## src/rtl/serial_sub_if.sv

```systemverilog
// Handshake/data bundle for the bit-serial subtractor.
// The requester drives start/operands; the subtractor returns status and result.
interface serial_sub_if #(
  parameter int WIDTH = 8
);
  logic             start;
  logic [WIDTH-1:0] a;
  logic [WIDTH-1:0] b;
  logic             bin;
  logic             busy;
  logic             done;
  logic [WIDTH-1:0] diff;
  logic             bout;

  modport master (output start, a, b, bin, input busy, done, diff, bout);
  modport slave  (input start, a, b, bin, output busy, done, diff, bout);
endinterface

```

## src/rtl/serial_sub.sv

```systemverilog
// Bit-serial subtractor: one full-subtractor cell reused over WIDTH cycles,
// LSB first, with a registered borrow. diff/bout only update on the done edge.
module serial_sub #(
  parameter int WIDTH = 8
) (
  input  logic        clk,
  input  logic        rst_n,
  serial_sub_if.slave bus
);
  localparam int CW = (WIDTH > 1) ? $clog2(WIDTH) : 1;

  typedef enum logic [1:0] {IDLE, SHIFT, DONE} state_t;

  state_t           state;
  logic [WIDTH-1:0] sa, sb;
  logic [WIDTH-2:0] acc;      // partial difference bits, filled from the MSB end
  logic             br;
  logic [CW-1:0]    cnt;
  logic             busy_q, done_q, bout_q;
  logic [WIDTH-1:0] diff_q;

  logic             d, br_next;
  logic [WIDTH-1:0] nxt;

  // Full-subtractor cell on the current LSBs, plus the shifted partial result.
  always_comb begin
    d       = sa[0] ^ sb[0] ^ br;
    br_next = (~sa[0] & sb[0]) | (~(sa[0] ^ sb[0]) & br);
    nxt     = {d, acc};
  end

  // Control FSM with operand, borrow and result registers.
  always_ff @(posedge clk or negedge rst_n) begin
    if (!rst_n) begin
      state  <= IDLE;
      sa     <= '0;
      sb     <= '0;
      acc    <= '0;
      br     <= 1'b0;
      cnt    <= '0;
      busy_q <= 1'b0;
      done_q <= 1'b0;
      diff_q <= '0;
      bout_q <= 1'b0;
    end else begin
      case (state)
        IDLE, DONE: begin
          done_q <= 1'b0;
          if (bus.start) begin
            sa     <= bus.a;
            sb     <= bus.b;
            br     <= bus.bin;
            cnt    <= '0;
            busy_q <= 1'b1;
            state  <= SHIFT;
          end else begin
            state  <= IDLE;
          end
        end
        SHIFT: begin
          acc <= nxt[WIDTH-1:1];
          sa  <= sa >> 1;
          sb  <= sb >> 1;
          br  <= br_next;
          cnt <= cnt + 1'b1;
          // Last bit: the full result is {d, acc}; publish it with the borrow.
          if (cnt == CW'(WIDTH - 1)) begin
            state  <= DONE;
            busy_q <= 1'b0;
            done_q <= 1'b1;
            diff_q <= nxt;
            bout_q <= br_next;
          end
        end
        default: state <= IDLE;
      endcase
    end
  end

  assign bus.busy = busy_q;
  assign bus.done = done_q;
  assign bus.diff = diff_q;
  assign bus.bout = bout_q;
endmodule

```

## src/flat_wrapper.sv

```systemverilog
// flat-port wrapper written by rule: the top's interface ports become plain ports
module serial_sub_flat 
#(
  parameter int WIDTH = 8
)
  (clk, rst_n, bus_start, bus_a, bus_b, bus_bin, bus_busy, bus_done, bus_diff, bus_bout);
  serial_sub_if #(.WIDTH(WIDTH)) bus_i ();
  input  logic clk;
  input  logic rst_n;
  input wire logic [$bits(bus_i.start)-1:0] bus_start;
  input wire logic [$bits(bus_i.a)-1:0] bus_a;
  input wire logic [$bits(bus_i.b)-1:0] bus_b;
  input wire logic [$bits(bus_i.bin)-1:0] bus_bin;
  output wire logic [$bits(bus_i.busy)-1:0] bus_busy;
  output wire logic [$bits(bus_i.done)-1:0] bus_done;
  output wire logic [$bits(bus_i.diff)-1:0] bus_diff;
  output wire logic [$bits(bus_i.bout)-1:0] bus_bout;
  assign bus_i.start = bus_start;
  assign bus_i.a = bus_a;
  assign bus_i.b = bus_b;
  assign bus_i.bin = bus_bin;
  assign bus_busy = bus_i.busy;
  assign bus_done = bus_i.done;
  assign bus_diff = bus_i.diff;
  assign bus_bout = bus_i.bout;
  serial_sub #(.WIDTH(WIDTH)) u_core (.clk(clk), .rst_n(rst_n), .bus(bus_i));
endmodule
```

## config.mk

```make
export PLATFORM = sky130hd
export DESIGN_NAME = serial_sub_flat
export DESIGN_NICKNAME = d
export VERILOG_FILES = /design/src/rtl/serial_sub_if.sv /design/src/rtl/serial_sub.sv /design/src/flat_wrapper.sv
export SDC_FILE = /design/constraint.sdc
export NUM_CORES = 1
export LEC_CHECK = 0
export ABC_AREA = 1
export CAP_MARGIN = 25
export CORE_MARGIN = 1.5
export CORE_UTILIZATION = 55
export CTS_CLUSTER_SIZE = 8
export DETAILED_ROUTE_END_ITERATION = 8
export PLACE_DENSITY = 0.86
export SETUP_SLACK_MARGIN = 0.15
export SYNTH_ARGS = -nofsm -noshare
export SYNTH_HDL_FRONTEND = slang
export SYNTH_SLANG_ARGS = --single-unit
```

## constraint.sdc

```tcl
create_clock -name clk -period 2.8 [get_ports clk]
set_input_delay 0.42 -clock clk [delete_from_list [all_inputs] [get_ports clk]]
set_output_delay 0.42 -clock clk [all_outputs]
set_load 0.01 [all_outputs]
```

# Word-level counts from Yosys, hierarchy flattened
# Cells that the tools add are included.
[word_totals] output_inout_bits=11 in_bits=20 register_bits=40 word_cells=46
[op_classes] bitwise_logic=7 add_sub_neg=1 reduce_logical=7 n_eq_ne=5 muxes=16
[op_table] cell="case mux 8 bit (2 select lines)" n=2
[op_table] cell="two-way mux 8 bit" n=2
[op_table] cell="case mux 1 bit (2 select lines)" n=3
[op_table] cell="case mux 3 bit (2 select lines)" n=1
[op_table] cell="AND reduction 2 bit" n=3
[op_table] cell="two-way mux 1 bit" n=5
[op_table] cell="case mux 2 bit (2 select lines)" n=1
[op_table] cell="adder 3 x 1 -> 3 bit (second input constant)" n=1
[op_table] cell="equality test 3 bit (second input constant)" n=1
[op_table] cell="two-way mux 3 bit" n=1
[op_table] cell="AND reduction 3 bit" n=1
[op_table] cell="AND 1 bit" n=2
[op_table] cell="equality test 2 x 1 -> 1 bit (second input constant)" n=1
[op_table] cell="equality test 2 bit (second input constant)" n=1
[op_table] cell="logical NOT 2 bit" n=1
[op_table] cell="two-way mux 2 bit" n=1
[op_table] cell="!= test 2 x 1 -> 1 bit (second input constant)" n=1
[op_table] cell="!= test 2 bit (second input constant)" n=1
[op_table] cell="NOT 1 bit" n=2
[op_table] cell="nonzero test 2 bit" n=1
[op_table] cell="OR reduction 2 bit" n=1
[op_table] cell="XOR 1 bit" n=2
[op_table] cell="bitwise OR 1 bit" n=1

# Logic depth before layout (Yosys ltp)
# Gate-level depths: netlist of the first run.
[logic_depth] depth_word=5 depth_mapped=7 ltp_nobuf=7

# Worst setup path before layout of the first run
# Ideal clock, no wire load.
[synth_path] kind="reg-to-reg" start="reg u_core.cnt[0]" end="reg u_core.diff_q[6] (netlist: u_core.bus.diff[6])" required_time_ns=2.683 period_less_slack_ns=1.128 n_path_buf=0 setup_slack_ns=1.672 setup_ns=0.117 stages_incl_launch_ff=7 t_arrival_ns=1.011 cell_sequence="dfrtp_1 -> ha_1 -> ha_1 -> inv_1 -> nor2_4 -> nand2_1 -> nand2_1"
[synth_between] elab_chain_len=2
[synth_rtl] item="start, declared" line_no="serial_sub.sv:18" text="logic [CW-1:0] cnt;"
[synth_rtl] item="start signal, assigned" line_no="serial_sub.sv:65" text="cnt <= cnt + 1'b1;"
[synth_rtl] item="equality test 3 bit" line_no="serial_sub.sv:67" text="if (cnt == CW'(WIDTH - 1)) begin"
[synth_rtl] item="AND reduction 2 bit (no line)"
[synth_rtl] item="end signal, assigned" line_no="serial_sub.sv:71" text="diff_q <= nxt;"
[synth_rtl] item="end, declared" line_no="serial_sub.sv:20" text="logic [WIDTH-1:0] diff_q;"
# Every way passes these cells.
# A chain may end at the register's enable or synchronous reset.

# Worst setup path in the final report of the first run
[layout_path] start="reg u_core.diff_q[4] (netlist: u_core.bus.diff[4])" end="out bus_diff[4]"
[layout_lines] item="end, declared" line_no="flat_wrapper.sv:16" text="output wire logic [$bits(bus_i.diff)-1:0] bus_diff;"
# No word-level cell between the ends.

==> out/results.tsv, run 1 <==
stage	metric	value	unit
yosys	synthXorXnorAreaFrac	0	
timing	rsz0062_at_grt	no	
pwr	power.switching	0.0009170	W
worst_setup_path	cp_max_fo	2	
timing	post-route-min-period	1689	ps
timing	slew_headroom	0.4342	
detailed_routing	routed_wl	3559	um
floorplanning	die-area	3743	um2
finish	final_common_cell	nand2_1	
worst_setup_path	cp_cell_sequence	clkdlybuf4s50_1	
detailed_routing	drc	0	
floorplanning	die_height	61.18	um
floorplanning	num_rows	20	
clock_tree	cts_buffer_depth	2	
yosys	synth_area_per_cell	8.386	um2
worst_setup_path	start_kind	flip-flop	
floorplanning	dieWidth	61.18	um
pwr	p_comb_frac	0.427	
yosys	yosysSeqAreaShare	0.5376	
yosys	synth_mux_area_frac	0	
yosys	synth-seq-cells	40	
yosys	yosysWarnings	0	
job	cap_violations	0	
finish	syn_to_final_growth	18.48	%
yosys	synth_adder_area_share	0.02419	
placed_design	dpl.hpwl	2384	um
global_routing	grt_max_degree	41	
worst_setup_path	critical_path_class	flip-flop to primary output	
detailed_routing	met3WireLength	173	um
clock_tree	cts_sinks	40	
detailed_routing	detail_route.wl_per_cell	12.11	um
clock_tree	h-tree-depth	2	
status	outcome	completed	
global_routing	overflow	0	
clock_tree	post-cts-setup-buffers	0	
clock_tree	postCtsHoldBufs	0	
pwr	p_clk_frac	0.139	
worst_setup_path	crit_required	2380	ps
pwr	powerDensity	1032	nW/um2
timing	post-route-period-util	0.6033	
yosys	synth.net_count	245	
worst_setup_path	cp-end-kind	primary output	
placed_design	placed_area	2140	um2
floorplanning	pin_count	31	
detailed_routing	met1_length	1572	um
detailed_routing	route.met2.wl	1745	um
detailed_routing	ant_nets	0	
finish	layout_common_cells	nand2_1, nand3_1, dfrtp_1	
timing	skew	11.19	ps
detailed_routing	drt_first_pass_iters	4	
pwr	seqPwrFrac	0.433	
global_routing	track_usage	0.2216	
yosys	synth_cell_type_count	18	
clock_tree	cts-root-buf	clkbuf_4	
yosys	yosys.area_share.simple	0.3132	
detailed_routing	first_iter_violations	74	
timing	fmax	592.0	MHz
timing	worst_slew_pin_slew	848.7	ps
detailed_routing	dr.max_layer_used	met4	
pwr	swShare	0.4026	
timing	hold_violations	0	
global_routing	grt_pass1_wl	6058	um
clock_tree	cts_resized	0	
placed_design	numPortBuffers	30	
hold_path	hold_path_class	primary input to async pin	
global_routing	first_global_vias	1400	
pwr	irDropWorstVdd	0.6258	mV
yosys	synth-compound-area-share	0.02419	
pwr	p_int	0.001360	W
timing	whs	156.7	ps
finish	diodes	0	
finish	fin_area	2206	um2
timing	setup_tns	0	ps
finish	fillers	241	
clock_tree	numCtsBuffers	5	
finish	drive_gt1_frac	0.06800	
yosys	syn_area	1862	um2
detailed_routing	vias	1526	
worst_setup_path	crit_arrival	1270	ps
clock_tree	cts_tree	done	
floorplanning	coreArea	3128	um2
clock_tree	clk_latency	350	ps
detailed_routing	viasPerCell	5.190	
finish	finish.utilization	0.7052	
worst_setup_path	critical-path-max-stage-delay	540	ps
worst_setup_path	cp_slowest_cell	clkdlybuf4s50_1	
finish	nets	272	
yosys	synth_top_family_by_area	simple AND/OR/NAND/NOR gates	
timing	slew_violations	0	
yosys	syn_inst	222	
timing	finalSetupViolCount	0	
clock_tree	cts.clk_slew.worst_paths	120	ps
worst_setup_path	path_delay_family	buffers and inverters	
floorplanning	start_util	0.5952	
worst_setup_path	crit_buf_inv	1	
placed_design	globalplace.congestion	0.7946	
global_routing	antenna_found_initial	0	
pwr	leakagePower	1.144	nW
[sequential cells by signal, indices dropped and copies added, names as in the netlist, 2 cells and up]
signal	cells
u_core.acc	7
u_core.state	2
u_core.sa	8
u_core.cnt	3
u_core.sb	8
u_core.bus.diff	8
[cell type report]
| cell class | count | area, um2 | share of cell area |
|---|---|---|---|
| Sequential cell | 40 | 1001 | 0.4538 |
| Multi-Input combinational cell | 144 | 673.1 | 0.3052 |
| Timing Repair Buffer | 32 | 310.3 | 0.1407 |
| Tap cell | 44 | 55.05 | 0.02496 |
| Clock inverter | 2 | 15.01 | 0.006807 |
| Inverter | 26 | 100.1 | 0.04538 |
| Clock buffer | 6 | 51.30 | 0.02326 |
[metrics by stage]
stage / power [W] / setup WS (ps) / cells
after CTS: 0.002286 / 1103 / 294
after global placement: 0.001919 / 855.0 / 286
final: 0.002277 / 1111 / 294
after detailed placement: 0.001971 / 808.1 / 286
after global routing: 0.002481 / 1051 / 294
after floorplan: 0.001700 / 1672 / 222
[power by group through the flow]
stage	Clock, W	Combinational, W	Sequential [W]
floorplan	0	0.000705	0.000995
global route	0.000345	0.00112	0.00102
finish	0.000317	0.000973	0.000987
global placement	0	0.000931	0.000988
CTS	0.000321	0.000980	0.000985
detailed placement	0	0.000975	0.000996
[path summary, 6_finish.rpt]
kind	from	end	slack, ps	depth (start not counted)
min reg2reg	u_core.bus.bout	u_core.bus.bout	480	2
max in group asynchronous	rst_n	u_core.bus.diff[2]	2110	1
min in group clk	u_core.bus.bout	u_core.bus.bout	480	2
max reg2reg	u_core.state[0]	u_core.sb[0]	1300	4
max	u_core.bus.diff[4]	bus_diff[4]	1110	1
min	rst_n	u_core.bus.diff[3]	160	1
[worst register-to-register path: cells and delay by family (launching register included)]
kind          cells  cell delay, ps
flops             1             430
simple gates      3             800
buf+inv           1             170
[synth_stat cells, drive strengths merged]
library cell,count,area share
buf,12,0.047
clkinv,2,0.0040
dfrtp,40,0.54
fa,1,0.011
ha,2,0.013
inv,24,0.050
nand2,79,0.16
nand3,50,0.13
nor2,3,0.014
o21ai,9,0.024
[routing by layer]
layer / global-route usage / up-vias
li1: - / 750
met1: 0.2913 / 719
met2: 0.3526 / 50
met3: 0.04832 / 7
met4: 0.1025 / 0
met5: 0 / -
[kinds of logic (layout without fill, tap and decap cells)]
logic type,Yosys count,in the layout
DFF,40,40
AOI/OAI and AO/OA,9,9
and+or+nand+nor,132,132
adders and majority gates,3,3
buffers and inverters,38,66
Power figures use the tool's default switching activity.
==> inputs of run 2 (changes only) <==
--- a/config.mk
+++ b/config.mk
@@ -8,10 +8,10 @@
 export ABC_AREA = 1
 export CAP_MARGIN = 25
 export CORE_MARGIN = 1.5
-export CORE_UTILIZATION = 55
+export CORE_UTILIZATION = 47
 export CTS_CLUSTER_SIZE = 8
 export DETAILED_ROUTE_END_ITERATION = 8
-export PLACE_DENSITY = 0.86
+export PLACE_DENSITY = 0.79
 export SETUP_SLACK_MARGIN = 0.15
 export SYNTH_ARGS = -nofsm -noshare
 export SYNTH_HDL_FRONTEND = slang
==> constraint.sdc (replaced) <==
create_clock -name clk -period 1.4 [get_ports clk]
set_input_delay 0.21 -clock clk [delete_from_list [all_inputs] [get_ports clk]]
set_output_delay 0.21 -clock clk [all_outputs]
set_load 0.01 [all_outputs]
==> out/results.tsv, run 2 (same netlist as run 1, synthesis figures left out) <==
stage	metric	value	unit	change
worst_setup_path	cp_cell_sequence	ha_1 -> ha_2 -> inv_4 -> nor2_4 -> buf_4		was clkdlybuf4s50_1
placed_design	globalplace.congestion	0.7821		was 0.7946
floorplanning	start_util	0.4973		was 0.5952
timing	post-route-min-period	1193	ps	
detailed_routing	viasPerCell	4.964		was 5.190
worst_setup_path	cp_slowest_cell	dfrtp_1		was clkdlybuf4s50_1
finish	layout_common_cells	nand2_1, nand3_1, dfrtp_1		unchanged
finish	nets	281		was 272
worst_setup_path	reg2reg_from	u_core.cnt[0]		was u_core.state[0]
detailed_routing	drc	0		unchanged
floorplanning	num_rows	22		was 20
clock_tree	cts_buffer_depth	2		unchanged
timing	worst_slew_pin_slew	493.7	ps	was 848.7 ps
finish	fillers	325		was 241
clock_tree	cts_sinks	40		unchanged
placed_design	numPortBuffers	30		unchanged
global_routing	first_global_vias	1375		was 1400
worst_setup_path	r2r_cells	5		was 4
detailed_routing	vias	1524		was 1526
floorplanning	pin_count	31		unchanged
timing	hold_violations	0		unchanged
placed_design	dpl.hpwl	2314	um	was 2384 um
timing	slew_headroom	0.6709		was 0.4342
global_routing	antenna_found_initial	0		unchanged
worst_setup_path	crit_cells	5		was 1
floorplanning	die-area	4348	um2	was 3743 um2
finish	diodes	0		unchanged
detailed_routing	first_iter_violations	112		was 74
detailed_routing	routed_wl	3675	um	was 3559 um
worst_setup_path	start_kind	flip-flop		unchanged
floorplanning	dieWidth	65.94	um	was 61.18 um
worst_setup_path	crit_buf_inv	2		was 1
worst_setup_path	crit_start	u_core.cnt[0]		was u_core.bus.diff[4]
global_routing	grt_max_degree	41		unchanged
clock_tree	clk_latency	300	ps	was 350 ps
detailed_routing	drt_first_pass_iters	4		unchanged
clock_tree	h-tree-depth	2		unchanged
finish	multiInputGateArea	691.9	um2	was 673.1 um2
pwr	powerDensity	2108	nW/um2	was 1032 nW/um2
timing	finalSetupViolCount	0		unchanged
clock_tree	cts-root-buf	clkbuf_8		was clkbuf_4
clock_tree	cts.clk_slew.worst_paths	80	ps	was 120 ps
timing	fmax	838.3	MHz	
timing	setup_tns	0	ps	unchanged
finish	regArea	1002	um2	was 1001 um2
worst_setup_path	cp_max_fo	5		was 2
global_routing	track_usage	0.1928		was 0.2216
pwr	leakagePower	1.249	nW	was 1.144 nW
hold_path	hold_path_class	primary input to flip-flop		was primary input to async pin
global_routing	overflow	0		unchanged
detailed_routing	ant_nets	0		unchanged
timing	post-route-period-util	0.8521		
global_routing	grt_pass1_wl	6258	um	was 6058 um
timing	rsz0062_at_grt	no		unchanged
finish	finish.utilization	0.6267		was 0.7052
worst_setup_path	crit_arrival	1390	ps	was 1270 ps
worst_setup_path	critical_path_class	flip-flop to flip-flop		was flip-flop to primary output
worst_setup_path	r2r_end	u_core.state[1]		was u_core.sb[0]
pwr	irDropWorstVdd	0.8367	mV	was 0.6258 mV
timing	slew_violations	0		unchanged
clock_tree	numCtsBuffers	5		unchanged
floorplanning	die_height	65.94	um	was 61.18 um
worst_setup_path	critical-path-max-stage-delay	400	ps	was 540 ps
clock_tree	cts_tree	done		unchanged
worst_setup_path	path_delay_family	adder cells		was buffers and inverters
worst_setup_path	cp-end-kind	flip-flop		was primary output
detailed_routing	detail_route.wl_per_cell	11.97	um	was 12.11 um
status	outcome	completed		unchanged
worst_setup_path	critPathCapture	u_core.state[1]		was bus_diff[4]
finish	syn_to_final_growth	26.01	%	was 18.48%
worst_setup_path	r2r_slack	210	ps	was 1300 ps
finish	drive_gt1_frac	0.1081		was 0.06800
floorplanning	coreArea	3744	um2	was 3128 um2
timing	skew	6.378	ps	was 11.19 ps
finish	final_common_cell	nand2_1		unchanged
worst_setup_path	crit_required	1590	ps	was 2380 ps
job	cap_violations	0		unchanged
-- run 2: cell types whose count changed in the layout (fill, tap and decap cells not counted), sizes merged --
| cell | before | now |
|---|---|---|
| buf | 3 | 10 |
| bufinv | 0 | 1 |
| clkbuf | 6 | 5 |
| clkdlybuf4s50 | 29 | 18 |
| clkinv | 2 | 4 |
| clkinvlp | 2 | 1 |
| dlygate4sd2 | 0 | 11 |
| dlygate4sd3 | 0 | 1 |
| inv | 24 | 23 |
| nor2 | 3 | 4 |
-- run 2: layer usage --
metal	wire length (um)	global-route usage	vias to the layer above	share of wire
met1	1707	0.2593	714	0.46
met5	0	0	-	0
met4	90	0.09949	0	0.024
met2	1742	0.2980	35	0.47
li1	-	-	767	-
met3	135	0.03578	8	0.037
-- run 2: cell type report --
cell class / instances / share of cell area
clock inverters: 3 / 0.01813
clock buffers: 5 / 0.02933
well taps: 48 / 0.02560
repair buffers: 40 / 0.1600
multi-input cells: 145 / 0.2949
flip-flops and latches: 40 / 0.4272
inverters: 26 / 0.04480
-- run 2: how the worst min path moves through the flow --
| stage | startpoint | to | slack, ps | depth (start not counted) |
|---|---|---|---|---|
| 6_report | bus_b[7] | u_core.sb[7] | 440 | 3 |
| 5_1_grt | bus_b[7] | u_core.sb[7] | 470 | 3 |
| 4_1_cts | bus_b[7] | u_core.sb[7] | 440 | 3 |
| 3_5_place_dp | rst_n | u_core.bus.diff[3] | 300 | 2 |
| 3_3_place_gp | rst_n | u_core.bus.diff[3] | 290 | 2 |
| 2_1_floorplan | rst_n | u_core.acc[0] | -90 | 0 |
-- run 2: worst register-to-register path, delay by kind of cell (launching register included) --
kind,cells,cell delay [ps]
AND/OR/NAND/NOR,1,50
adder cells (fa/ha/maj),2,420
flip-flops,1,400
buffers and inverters,2,220
-- run 2: per-stage QoR --
stage	worst slack, ps	cell area (um2)	total power (W)	std cells	hold slack, ps
2_1_floorplan	272.0	1862	0.003400	222	-85.59
3_3_place_gp	158.2	2202	0.003969	296	291.1
3_5_place_dp	122.8	2202	0.004044	296	298.3
4_1_cts	146.6	2328	0.004932	307	439.4
5_1_grt	155.7	2346	0.005354	307	467.0
6_report	207.1	2346	0.004945	307	439.6
-- run 2: timing repair --
action / in CTS / in global routing
pin swaps: 1 / 0
hold buffers: 1 / 0
setup buffers: 1 / 0
hold endpoints to repair: 40 / 0
gates resized for setup: 13 / 6
setup endpoints to repair: 18 / 31
gates cloned: 1 / 0
-- run 2: report_power, final --
| group | internal (W) | total [W] | switching (W) | leakage (nW) |
|---|---|---|---|---|
| registers | 0.00168 | 0.00199 | 0.000306 | 0.503 |
| logic | 0.000836 | 0.00202 | 0.00118 | 0.692 |
| clock network | 0.000527 | 0.000940 | 0.000413 | 0.0541 |
==> inputs of run 3 (changes only) <==
--- a/config.mk
+++ b/config.mk
@@ -6,7 +6,6 @@
 export NUM_CORES = 1
 export LEC_CHECK = 0
 export ABC_AREA = 1
-export CAP_MARGIN = 25
 export CORE_MARGIN = 1.5
 export CORE_UTILIZATION = 47
 export CTS_CLUSTER_SIZE = 8
==> results of run 3 <==
Final layout, timing and power as in run 2 (identical DEF).
